`config.mk`:
```
export PLATFORM = sky130hd
export DESIGN_NAME = hilo_ctrl
export DESIGN_NICKNAME = d
export VERILOG_FILES = /design/src/rtl/hilo_ctrl.sv
export SDC_FILE = /design/constraint.sdc
export NUM_CORES = 1
export LEC_CHECK = 0
export BUFFER_PORTS_ARGS = -buffer_cell sky130_fd_sc_hd__buf_4
export CAP_MARGIN = 25
export CELL_PAD_IN_SITES_DETAIL_PLACEMENT = 1
export CELL_PAD_IN_SITES_GLOBAL_PLACEMENT = 1
export CORE_UTILIZATION = 38
export CTS_BUF_LIST = sky130_fd_sc_hd__clkbuf_4 sky130_fd_sc_hd__clkbuf_8
export DETAILED_ROUTE_END_ITERATION = 7
export GPL_ROUTABILITY_DRIVEN = 0
export PLACE_DENSITY = 0.87
export SLEW_MARGIN = 15
export SYNTH_ARGS = -nofsm -noshare
export SYNTH_HDL_FRONTEND = slang
export SYNTH_SLANG_ARGS = --single-unit
```
`constraint.sdc`:
```
create_clock -name clk -period 3.3 [get_ports clk]
set_input_delay 0.165 -clock clk [delete_from_list [all_inputs] [get_ports clk]]
set_output_delay 0.165 -clock clk [all_outputs]
set_load 0.03 [all_outputs]
```
`src/rtl/hilo_ctrl.sv`:
```
// HI/LO register unit behind the combinational mult/div unit: stalls the pipeline
// for a fixed per-op latency, then captures the unit's outputs; also serves MTHI/MTLO.
module hilo_ctrl #(
  parameter int MULT_CYCLES = 4,
  parameter int DIV_CYCLES  = 33
) (
  input  logic        clk,
  input  logic        reset,
  input  logic        op_valid,
  input  logic        op_mult,
  input  logic        op_div,
  input  logic        op_mthi,
  input  logic        op_mtlo,
  input  logic        div_zero,
  input  logic [31:0] wdata,
  input  logic [31:0] mul_lo,
  input  logic [31:0] mul_hi,
  input  logic        flush,
  output logic        stall,
  output logic        busy,
  output logic        done,
  output logic [31:0] hi,
  output logic [31:0] lo
);

  localparam int CNT_MAX = (MULT_CYCLES > DIV_CYCLES) ? MULT_CYCLES : DIV_CYCLES;
  localparam int CW      = (CNT_MAX > 2) ? $clog2(CNT_MAX) : 1;
  localparam logic [CW-1:0] MULT_LOAD = CW'(MULT_CYCLES - 1);
  localparam logic [CW-1:0] DIV_LOAD  = CW'(DIV_CYCLES - 1);

  typedef enum logic {IDLE, BUSY} state_t;

  state_t         state_reg, state_next;
  logic [CW-1:0]  cnt_reg, cnt_next;
  logic           dz_reg, dz_next;
  logic [31:0]    hi_reg, hi_next;
  logic [31:0]    lo_reg, lo_next;
  logic           stall_next, done_next;
  logic           live;

  // An instruction only acts if it is valid and not being cancelled this cycle.
  assign live = op_valid & ~flush;

  always_comb begin
    state_next = state_reg;
    cnt_next   = cnt_reg;
    dz_next    = dz_reg;
    hi_next    = hi_reg;
    lo_next    = lo_reg;
    stall_next = 1'b0;
    done_next  = 1'b0;
    case (state_reg)
      IDLE: begin
        if (live && op_mult) begin
          state_next = BUSY;
          cnt_next   = MULT_LOAD;
          dz_next    = 1'b0;
          stall_next = 1'b1;
        end else if (live && op_div) begin
          state_next = BUSY;
          cnt_next   = DIV_LOAD;
          dz_next    = div_zero;
          stall_next = 1'b1;
        end else if (live && op_mthi) begin
          hi_next = wdata;
        end else if (live && op_mtlo) begin
          lo_next = wdata;
        end
      end
      BUSY: begin
        if (flush) begin
          state_next = IDLE;
          cnt_next   = '0;
        end else if (cnt_reg != '0) begin
          stall_next = 1'b1;
          cnt_next   = cnt_reg - CW'(1);
        end else begin
          // Final cycle: pipeline released, unit outputs still held for capture.
          done_next  = 1'b1;
          state_next = IDLE;
          if (!dz_reg) begin
            hi_next = mul_hi;
            lo_next = mul_lo;
          end
        end
      end
      default: state_next = IDLE;
    endcase
  end

  always_ff @(posedge clk) begin
    if (reset) begin
      state_reg <= IDLE;
      cnt_reg   <= '0;
      dz_reg    <= 1'b0;
      hi_reg    <= '0;
      lo_reg    <= '0;
    end else begin
      state_reg <= state_next;
      cnt_reg   <= cnt_next;
      dz_reg    <= dz_next;
      hi_reg    <= hi_next;
      lo_reg    <= lo_next;
    end
  end

  assign stall = stall_next & ~reset;
  assign done  = done_next & ~reset;
  assign busy  = (state_reg == BUSY) & ~reset;
  assign hi    = hi_reg;
  assign lo    = lo_reg;

endmodule
```
==> summary.md, run 1 <==
| Metric | Value |
|---|---|
| Status | `completed` |
| Hold Fails Final Rpt | `0` |
| CTS tree | `yes` |
| Die X | `103.5 um` |
| Seq/Total Area, Yosys | `36.82%` |
| Total power | `0.002273 W` |
| Core Footprint | `9864 um2` |
| ANT cells | `0` |
| Yosys warns | `0` |
| Mean Syn Cell Area | `9.169 um2` |
| Leakage power | `2.307 nW` |
| Number of synthesized flops with an enable pin | `0` |
| Most common cell in the netlist | `a21oi_1` |
| CTS Buffer Depth | `2` |
| Reg area | `1445 um2` |
| Switching power | `0.0007119 W` |
| Initial Util | `39.69%` |
| Worst setup EP type | `flop` |
| DR DRC count | `0` |
| Worst-Margin Slew | `985.4 ps` |
| Area contributors post-synth | `dfxtp_1, a21oi_1, a211oi_2, mux2i_1, nor2b_1` |
| Combinational Power Share | `26.1%` |
| Layout area overhead | `38.45%` |
| Final Max Slew Viols | `0` |
| Fill cells | `1169` |
| Commonest cells post-synth | `a21oi_1, dfxtp_1, nor2b_1, a211oi_2, mux2i_1` |
| Worst vdd ir | `0.2337 mV` |
| Total Wirelength | `13480 um` |
| Synth Instances | `427` |
| Post-DRT Antenna Nets | `0` |
| Area of the multi-input gates | `2201 um2` |
| Hold Path Class | `in -> reg` |
| Post-layout min period | `2770 ps` |
| Syn Nets | `534` |
| Synth Area in Simple Gates | `13.10%` |
| Pint | `0.001561 W` |
| Async set or reset register ratio after synthesis | `0%` |
| Largest net degree at the start of global routing | `81` |
| HPWL Detailed | `9859 um` |
| Worst Skew | `9.836 ps` |
| Sum of negative setup slack | `0 ps` |
| Hold bufs inserted after CTS | `0` |
| Crit-path slowest cell | `a22o_2` |
| Crit path max fanout | `20` |
| NumNets Final | `685` |
| Share of layout cells above drive strength 1 | `42.61%` |
| Path type of the worst setup path | `reg -> reg` |
| Vias per cell | `5.317` |
| Post_cts resized | `0` |
| Vias in the first global route | `4003` |
| Total grt overflow | `0` |
| Drt wl/cell | `18.85 um` |
| Clk slew on worst S/H paths | `80 ps` |
| Share of power burned in the clock network | `31.7%` |
| Io pins | `172` |
| Post-Synth XOR/XNOR Area | `0%` |
| Final Cycle Share | `83.94%` |
| Adder-cell share of the synthesized area | `0.6392%` |
| Mux share of post-synthesis cell area | `14.51%` |
| Power Density | `419.4 nW/um2` |
| FMAX | `361.0 MHz` |
| Total track usage | `24.91%` |
| CTS H-tree depth | `3` |
| Compound-gate portion of the synthesized area | `27.90%` |
| Die Ht | `103.5 um` |
| Row cnt | `36` |
| Bufs and invs on worst path | `2` |
| Die area | `10710 um2` |
| Worst-path cell chain | `inv_1 -> ha_1 -> and4bb_1 -> nand3_1 -> a22o_2 -> buf_4 -> a211oi_1` |
| Worst path max stage delay | `640 ps` |
| Worst slew margin | `34.31%` |
| Initial antenna violation count | `0` |
| RSZ-0062 raised after global routing | `no` |
| Yosys top cell area share | `36.82%` |
| Starting DRT DRC Count | `136` |
| Area leader, netlist | `dfxtp_1` |
| Sw frac | `31.32%` |
| Number of synthesized register bits | `72` |
| Main synth FF type | `dfxtp_1` |
| Drt first pass iters | `4` |
| Critical path data required time | `3550 ps` |
| Syn Std Cell Area | `3915 um2` |
| Post-synth cell types | `38` |
| WHS | `190.0 ps` |
| Via count | `3802` |
| Total CTS buffers | `9` |
| Max Cap Viol | `0` |
| Final setup violation count | `0` |
| First-pass GRT wire length | `21120 um` |
| Largest family of logic cells by synthesized area | `compound AO/OA/AOI/OAI gates` |
| Critical path's top delay family | `compound AO/OA/AOI/OAI gates` |
| Crit path DAT | `3020 ps` |
| Reg power frac | `42.2%` |
| Post-CTS setup buffer count | `0` |
| Setup crit start kind | `flop` |
| PortBufs | `171` |
| Clock sinks | `72` |
| Root Driver | `clkbuf_8` |
| Skew-Pair Late Insertion Delay | `350 ps` |
area by class of cell:
type	instances	area share [%]
Clock buffer	12	2.816
Multi-Input combinational cell	299	40.60
Clock inverter	3	0.7849
Tap cell	133	3.070
Timing Repair Buffer	177	24.75
Inverter	19	1.316
Sequential cell	72	26.66
power by group through the flow:
stage	Sequential, W	Clock [W]	Combinational (W)
finish	0.000959	0.000720	0.000594
global route	0.000965	0.000771	0.000634
CTS	0.000959	0.000723	0.000596
detailed placement	0.000978	0	0.000590
global placement	0.000975	0	0.000571
floorplan	0.00105	0	0.000275
metrics by stage:
step	utilization, %	setup slack [ps]	cell area (um2)	cells
after floorplan	-	1454	3915	427
after global placement	52.97	801.7	5225	700
after detailed placement	52.97	697.4	5225	700
after CTS	54.95	570.1	5420	715
after global routing	54.95	382.9	5420	715
final	54.95	529.9	5420	715
layout by cell type, fill, tap and decap left out, types with 2 or more instances in the layout:
cell type    n
mux2i_1     29
a21oi_1     90
buf_4      176
nor3_1       3
inv_1       19
o21ai_0     13
nand3_1      3
a22oi_1      2
nand2_1      9
mux2_2       2
ha_1         2
nand4_1      2
mux2_4      17
a21o_1       2
nor2_1      23
clkbuf_8    10
dfxtp_1     71
a211oi_1    15
nor2b_1     41
clkbuf_4     2
a311oi_1     2
a211oi_2    30
final timing paths:
kind                                            end                     from  depth (start not counted)  slack, ps
worst max-delay path             lo[7]$_SDFFE_PP0P_  cnt_reg[0]$_SDFFE_PP0P_                          7        530
worst min-delay path            lo[11]$_SDFFE_PP0P_               mul_lo[11]                          4        190
worst max register to register   lo[7]$_SDFFE_PP0P_  cnt_reg[0]$_SDFFE_PP0P_                          7        530
worst min register to register  lo[15]$_SDFFE_PP0P_      lo[15]$_SDFFE_PP0P_                          2        480
worst min-delay path, cell delays in order:
cell and delay (ps):
buf_4 80, a21oi_1 50, nor2_1 80, mux2_2 140
kinds of logic after synthesis:
family	count (synthesis)
buffers and inverters	56
AOI/OAI and AO/OA	159
and+or+nand+nor	90
muxes	48
adders and majority gates	2
DFF	72
per-layer routing:
layer  track usage [%]  vias to the layer above  wire, um
met5                 0                        -         0
met4             8.178                        0       251
met3             5.790                       21       707
met2             44.39                      125      6838
met1             29.26                     1831      5681
li1                  -                     1825         -
No activity file was read; power rests on OpenSTA's default activity.
==> run 2: changes to the inputs <==
--- a/config.mk
+++ b/config.mk
@@ -5,15 +5,16 @@
 export SDC_FILE = /design/constraint.sdc
 export NUM_CORES = 1
 export LEC_CHECK = 0
+export ABC_AREA = 1
 export BUFFER_PORTS_ARGS = -buffer_cell sky130_fd_sc_hd__buf_4
 export CAP_MARGIN = 25
 export CELL_PAD_IN_SITES_DETAIL_PLACEMENT = 1
 export CELL_PAD_IN_SITES_GLOBAL_PLACEMENT = 1
-export CORE_UTILIZATION = 38
+export CORE_UTILIZATION = 29
 export CTS_BUF_LIST = sky130_fd_sc_hd__clkbuf_4 sky130_fd_sc_hd__clkbuf_8
 export DETAILED_ROUTE_END_ITERATION = 7
 export GPL_ROUTABILITY_DRIVEN = 0
-export PLACE_DENSITY = 0.87
+export PLACE_DENSITY = 0.78
 export SLEW_MARGIN = 15
 export SYNTH_ARGS = -nofsm -noshare
 export SYNTH_HDL_FRONTEND = slang
==> constraint.sdc (replaced) <==
create_clock -name clk -period 2.45 [get_ports clk]
set_input_delay 0.1225 -clock clk [delete_from_list [all_inputs] [get_ports clk]]
set_output_delay 0.1225 -clock clk [all_outputs]
set_load 0.03 [all_outputs]
==> run 2 against run 1 <==
Synthesized cell count grew 37%. Critical path depth down 2. Highest routed layer unchanged. Power increased by 44%. Clock-buffer cell count up 1. Non-clock buffer count grew 3. Critical path type is now reg -> out.
==> summary.md, run 2 <==
| Metric | Value |
|---|---|
| Sw frac | `34.65% (+3.3 points)` |
| Slack of the critical path | `406.2 ps (-123.7 ps)` |
| Worst vdd ir | `0.2719 mV (+16%)` |
| Largest family of logic cells by synthesized area | `simple AND/OR/NAND/NOR gates` |
| Number of synthesized flops with an enable pin | `0 (unchanged)` |
| Sum of negative setup slack | `0 ps (unchanged)` |
| Core Footprint | `12620 um2 (+28%)` |
| Total grt overflow | `0 (unchanged)` |
| Most used cell, CP | `nor2_1` |
| Post-layout min period | `2044 ps` |
| Mux share of post-synthesis cell area | `0% (-15 points)` |
| Pint | `0.002135 W (+37%)` |
| Total track usage | `20.00% (-4.9 points)` |
| Share of layout cells above drive strength 1 | `27.58% (-15 points)` |
| Hold Path Origin | `div_zero` |
| Synth Area in Simple Gates | `31.13% (+18 points)` |
| Layout area overhead | `42.76%` |
| Cell Count, Final, Fillers Out | `908 (+27%)` |
| ANT cells | `0 (unchanged)` |
| Max Cap Viol | `0 (unchanged)` |
| Crit path max fanout | `11 (-45%)` |
| Worst path max stage delay | `380 ps (-260 ps)` |
| Main synth FF type | `dfxtp_1` |
| Syn Nets | `693 (+30%)` |
| Reg power frac | `40.9% (-1.3 points)` |
| Worst-path cell chain | `inv_1 -> nor2_1 -> nand4_1 -> nor2_1 -> buf_4` |
| Total Wirelength | `13210 um (-2.0%)` |
| Share of power burned in the clock network | `27.9% (-3.8 points)` |
| Pre-CTS setup slack | `578.5 ps (-118.9 ps)` |
| Switching power | `0.001132 W (+59%)` |
| Most common cell after layout, fill and taps aside | `buf_4` |
| Die Ht | `115.6 um (+12%)` |
| Largest net degree at the start of global routing | `65 (-20%)` |
| DR DRC count | `0 (unchanged)` |
| Combinational Power Share | `31.2% (+5.1 points)` |
| Worst-Margin Slew | `620.9 ps (-364.4 ps)` |
| First-pass GRT wire length | `20640 um (-2.3%)` |
| Leakage power | `2.622 nW (+14%)` |
| Adder-cell share of the synthesized area | `0.6687% (+0.029 points)` |
| Mean Syn Cell Area | `6.386 um2 (-30%)` |
| Initial Util | `29.65% (-10 points)` |
| Worst slew margin | `58.54% (+24 points)` |
| Post-Synth XOR/XNOR Area | `0% (unchanged)` |
| Final Cycle Share | `83.42%` |
| Crit path DAT | `1920 ps (-1100 ps)` |
| Via count | `4338 (+14%)` |
| Post_cts resized | `0 (unchanged)` |
| Placed cell count | `891 (+27%)` |
| Number of synthesized register bits | `72 (unchanged)` |
| Crit path launch | `state_reg$_SDFF_PP0_` |
| Most frequent cells in the layout | `buf_4, a21oi_1, nor2_1, nand2_1, nand3_1` |
| Total CTS buffers | `9 (unchanged)` |
| Hold Path Class | `in -> reg` |
| Worst Skew | `11.22 ps (+1.386 ps)` |
| Clock sinks | `72 (unchanged)` |
| Final setup violation count | `0 (unchanged)` |
| Vias in the first global route | `4210 (+5.2%)` |
| Die X | `115.6 um (+12%)` |
| Hold Fails Final Rpt | `0 (unchanged)` |
| Reg-to-Reg Start | `state_reg$_SDFF_PP0_` |
| Setup crit start kind | `flop` |
| Worst setup EP type | `output pin` |
| WHS | `58.81 ps (-131.2 ps)` |
| NumNets Final | `838 (+22%)` |
| Row cnt | `41 (+14%)` |
| RSZ-0062 raised after global routing | `no` |
| Commonest cells post-synth | `a21oi_1, nor2_1, nand2_1, nand3_1, dfxtp_1` |
| Synth Instances | `586 (+37%)` |
| Critical path data required time | `2330 ps (-1220 ps)` |
| Async set or reset register ratio after synthesis | `0% (unchanged)` |
| Clk slew on worst S/H paths | `70 ps (about the same)` |
| Skew-Pair Late Insertion Delay | `370 ps (+20 ps)` |
| Io pins | `172 (unchanged)` |
| Area leader, netlist | `dfxtp_1` |
| Crit-path slowest cell | `dfxtp_4` |
| CTS Buffer Depth | `2 (unchanged)` |
| Status | `completed` |
| Drt first pass iters | `4 (unchanged)` |
| Vias per cell | `4.778 (-10%)` |
| FMAX | `489.3 MHz` |
| Yosys top cell area share | `38.52% (+1.7 points)` |
| CTS H-tree depth | `3 (unchanged)` |
| Most common cell in the netlist | `a21oi_1` |
| Drt wl/cell | `14.55 um (-23%)` |
| HPWL Detailed | `9697 um (-1.6%)` |
| Die area | `13360 um2 (+25%)` |
| CTS tree | `yes` |
| Path type of the worst setup path | `reg -> out` |
| Final instance area | `5343 um2 (-1.4%)` |
| Final Max Slew Viols | `0 (unchanged)` |
| Starting DRT DRC Count | `182 (+34%)` |
| Power Density | `611.4 nW/um2 (+46%)` |
| DP Area | `5145 um2 (-1.5%)` |
| Compound-gate portion of the synthesized area | `19.46% (-8.4 points)` |
| Post-DRT Antenna Nets | `0 (unchanged)` |
| Post-synth cell types | `18 (-53%)` |
| Initial antenna violation count | `0 (unchanged)` |
| Root Driver | `clkbuf_8` |
| Area contributors post-synth | `dfxtp_1, a21oi_1, nor2_1, nand3_1, nand2_1` |
| Yosys warns | `0 (unchanged)` |
| Syn Std Cell Area | `3742 um2 (-4.4%)` |
| PortBufs | `171 (unchanged)` |
| Seq/Total Area, Yosys | `38.52% (+1.7 points)` |
[run 2: cell types whose count changed after synthesis, sizes merged, moves of 29 or more]
cell / delta
nand3: +72
nand2: +80
nor2b: -41
nor2: +88
a21oi: +46
mux2i: -29
a211oi: -45
[run 2: cell type report]
type                            instances  area (um2)
Multi-Input combinational cell        424        1926
Tap cell                              172       215.2
Inverter                               44       165.2
Sequential cell                        72        1445
Clock inverter                          3       15.01
Timing Repair Buffer                  180        1404
Fill cell                            1684        7277
Clock buffer                           13       172.7
[run 2: routing by layer]
metal	wire, um	part of all wire [%]	global-route usage (%)	vias up
met2	6341	48	34.29	110
met4	227	1.7	8.312	0
met5	0	0	0	-
met3	787	6.0	4.603	17
met1	5850	44	24.02	2009
li1	-	-	-	2202
[run 2: path summary, 6_finish.rpt]
| path | end | slack [ps] | depth (start not counted) |
|---|---|---|---|
| worst max-delay path | done | 410 | 5 |
| worst min-delay path | dz_reg$_SDFFE_PP0P_ | 60 | 3 |
| worst max register to register | cnt_reg[1]$_SDFFE_PP0P_ | 580 | 7 |
| worst min register to register | lo[8]$_SDFFE_PP0P_ | 480 | 2 |
[run 2: stage by stage]
step	utilization, %	total power, W
6_report	42.34	0.003266
5_1_grt	42.34	0.003461
4_1_cts	42.34	0.003310
3_5_place_dp	40.77	0.002387
3_3_place_gp	40.77	0.002350
2_1_floorplan	-	0.001973
[run 2: power groups by stage]
stage	clock [W]	sequential [W]	combinational [W]
after floorplan	0	0.00154	0.000435
after global placement	0	0.00136	0.000991
after detailed placement	0	0.00136	0.00103
after CTS	0.000945	0.00134	0.00103
after global routing	0.000997	0.00135	0.00112
final	0.000912	0.00134	0.00102
[run 2: cells by family after synthesis]
family | count (synthesis)
AOI/OAI and AO/OA | 141
adders and majority gates | 2
buffers and inverters | 90
DFF | 72
and+or+nand+nor | 281
[run 2: what timing repair did]
action                                  4_1_cts  5_1_grt
hold endpoints to repair                      5        0
endpoints found under the setup margin        0        0
buffers inserted                              0        0
hold buffers                                  1        0
[run 2: worst max-delay path: cells and delay by family, from the launching register on]
| family | cells | cell delay [ps] |
|---|---|---|
| and+or+nand+nor | 3 | 800 |
| DFF | 1 | 380 |
| buffers and inverters | 2 | 380 |
==> run 3: changes to the inputs <==
==> constraint.sdc (replaced) <==
create_clock -name clk -period 1.7 [get_ports clk]
set_input_delay 0.085 -clock clk [delete_from_list [all_inputs] [get_ports clk]]
set_output_delay 0.085 -clock clk [all_outputs]
set_load 0.03 [all_outputs]
==> run 3 against run 2 <==
Final area up 1.8%. Via count increased by 0.90%. Global-route usage down 0.18 points. Register-to-register slack lost 450 ps. Worst setup slack got worse by 320 ps. Largest power group unchanged. Highest routed layer unchanged.
==> summary.md, run 3 (synthesized netlist as in run 2, its figures left out) <==
| Metric | Value |
|---|---|
| Post-DRT Antenna Nets | `0 (unchanged)` |
| Final Cycle Share | `94.66%` |
| Most common cell after layout, fill and taps aside | `buf_4` |
| CTS Buffer Depth | `2 (unchanged)` |
| Reg power frac | `40.7% (-0.2 points)` |
| Worst Skew | `5.528 ps (-5.694 ps)` |
| Die X | `115.6 um (unchanged)` |
| PortBufs | `171 (unchanged)` |
| ANT cells | `0 (unchanged)` |
| Die Ht | `115.6 um (unchanged)` |
| Most frequent cells in the layout | `buf_4, a21oi_1, nor2_1, nand2_1, nand3_1` |
| Vias per cell | `4.794 (+0.35%)` |
| Total Wirelength | `13670 um (+3.5%)` |
| Hold Path Origin | `mul_hi[24]` |
| Final setup violation count | `0 (unchanged)` |
| Hold Fails Final Rpt | `0 (unchanged)` |
| Critical path data required time | `1620 ps (-710 ps)` |
| Hold endpoint | `hi[24]$_SDFFE_PP0P_` |
| Core Footprint | `12620 um2 (unchanged)` |
| Hold path depth | `5 (+2)` |
| Pre-CTS setup slack | `112.7 ps (-465.9 ps)` |
| Io pins | `172 (unchanged)` |
| HPWL Detailed | `9779 um (+0.85%)` |
| CTS H-tree depth | `3 (unchanged)` |
| Leakage power | `2.665 nW (+1.7%)` |
| R2r endpoint | `hi[10]$_SDFFE_PP0P_` |
| Sw frac | `34.29% (-0.36 points)` |
| Worst-Margin Slew | `474.7 ps (-146.3 ps)` |
| Max Cap Viol | `0 (unchanged)` |
| Initial antenna violation count | `0 (unchanged)` |
| Worst vdd ir | `0.4205 mV (+55%)` |
| Clock sinks | `72 (unchanged)` |
| First-pass GRT wire length | `20500 um (-0.70%)` |
| Pint | `0.003112 W (+46%)` |
| FMAX | `621.4 MHz` |
| Drt wl/cell | `14.97 um (+2.9%)` |
| Die area | `13360 um2 (unchanged)` |
| Slack of the critical path | `90.74 ps (-315.5 ps)` |
| Final Max Slew Viols | `0 (unchanged)` |
| Layout area overhead | `45.37%` |
| Status | `completed` |
| Via count | `4377 (+0.90%)` |
| DR DRC count | `0 (unchanged)` |
| Worst slew margin | `68.11% (+9.6 points)` |
| Worst setup EP type | `output pin` |
| Total grt overflow | `0 (unchanged)` |
| Skew-Pair Late Insertion Delay | `370 ps (about the same)` |
| Share of layout cells above drive strength 1 | `28.61% (+1.0 points)` |
| Worst reg2reg setup slack | `130 ps (-450 ps)` |
| Reg-to-Reg Start | `cnt_reg[0]$_SDFFE_PP0P_` |
| Clk slew on worst S/H paths | `70 ps (about the same)` |
| Initial Util | `29.65% (unchanged)` |
| Combinational Power Share | `31.8% (+0.6 points)` |
| Share of power burned in the clock network | `27.5% (-0.4 points)` |
| Power Density | `870.6 nW/um2 (+42%)` |
| Root Driver | `clkbuf_8` |
| Crit path DAT | `1520 ps (-400 ps)` |
| Switching power | `0.001624 W (+43%)` |
| Vias in the first global route | `4276 (+1.6%)` |
| Total CTS buffers | `9 (unchanged)` |
| Setup crit start kind | `flop` |
| Drt first pass iters | `4 (unchanged)` |
| Crit path max fanout | `5 (-6)` |
| Post-layout min period | `1609 ps` |
| Reg2Reg Depth | `8 (+1)` |
| Total track usage | `19.82% (-0.18 points)` |
| CTS tree | `yes` |
| Starting DRT DRC Count | `175 (-3.8%)` |
| Largest net degree at the start of global routing | `76 (+17%)` |
| WHS | `69.97 ps (+11.16 ps)` |
| Path type of the worst setup path | `reg -> out` |
| NumNets Final | `845 (+0.84%)` |
| Hold Path Class | `in -> reg` |
| Row cnt | `41 (unchanged)` |
==> run 3: timing repair <==
action | 4_1_cts | 5_1_grt
buffers inserted | 0 | 1
resized for setup | 0 | 6
setup endpoints to repair | 0 | 4
hold endpoints to repair | 5 | 0
hold buffers | 2 | 0
==> run 3: worst max path at each step <==
stage,endpoint,start,depth (start not counted)
2_1_floorplan,stall,state_reg$_SDFF_PP0_,5
3_3_place_gp,lo[4]$_SDFFE_PP0P_,cnt_reg[0]$_SDFFE_PP0P_,8
3_5_place_dp,hi[2]$_SDFFE_PP0P_,cnt_reg[0]$_SDFFE_PP0P_,8
4_1_cts,done,cnt_reg[2]$_SDFFE_PP0P_,5
5_1_grt,done,cnt_reg[0]$_SDFFE_PP0P_,5
6_report,done,cnt_reg[2]$_SDFFE_PP0P_,5
==> run 3: routing by layer <==
layer	share of wire (%)	vias up	routed length (um)	global-route usage (%)
li1	-	2216	-	-
met2	48	117	6590	34.69
met1	44	2024	5954	22.84
met4	2.2	0	306	8.658
met3	6.0	20	815	4.969
met5	0	-	0	0
==> run 3: metrics by stage <==
stage | total power (W) | cell area, um2 | instances | TNS, ps | utilization, %
after CTS | 0.004780 | 5388 | 911 | 0 | 42.69
after global placement | 0.003401 | 5187 | 895 | 0 | 41.11
after floorplan | 0.002843 | 3742 | 586 | 0 | -
after global routing | 0.005009 | 5440 | 913 | -5.981 | 43.11
final | 0.004736 | 5440 | 913 | 0 | 43.11
after detailed placement | 0.003455 | 5187 | 895 | 0 | 41.11
==> run 3: critical path: stages, from the launching register on <==
cell     delay, ps
dfxtp_1        360
nor2_1         160
buf_4          150
nand4_1        160
nor2_2         140
buf_4          170
==> run 3: power groups by stage <==
stage / Sequential, W / Combinational, W / Clock [W]
after global routing: 0.00194 / 0.00164 / 0.00143
after CTS: 0.00193 / 0.00150 / 0.00135
after global placement: 0.00196 / 0.00144 / 0
final: 0.00193 / 0.00151 / 0.00130
after detailed placement: 0.00196 / 0.00149 / 0
after floorplan: 0.00222 / 0.000627 / 0
==> run 3: cell type report <==
| class | instances | area (um2) |
|---|---|---|
| Timing Repair Buffer | 187 | 1496 |
| Clock buffer | 14 | 180.2 |
| Fill cell | 1661 | 7179 |
| Multi-Input combinational cell | 424 | 1936 |
| Inverter | 44 | 165.2 |
| Sequential cell | 72 | 1448 |
| Tap cell | 172 | 215.2 |
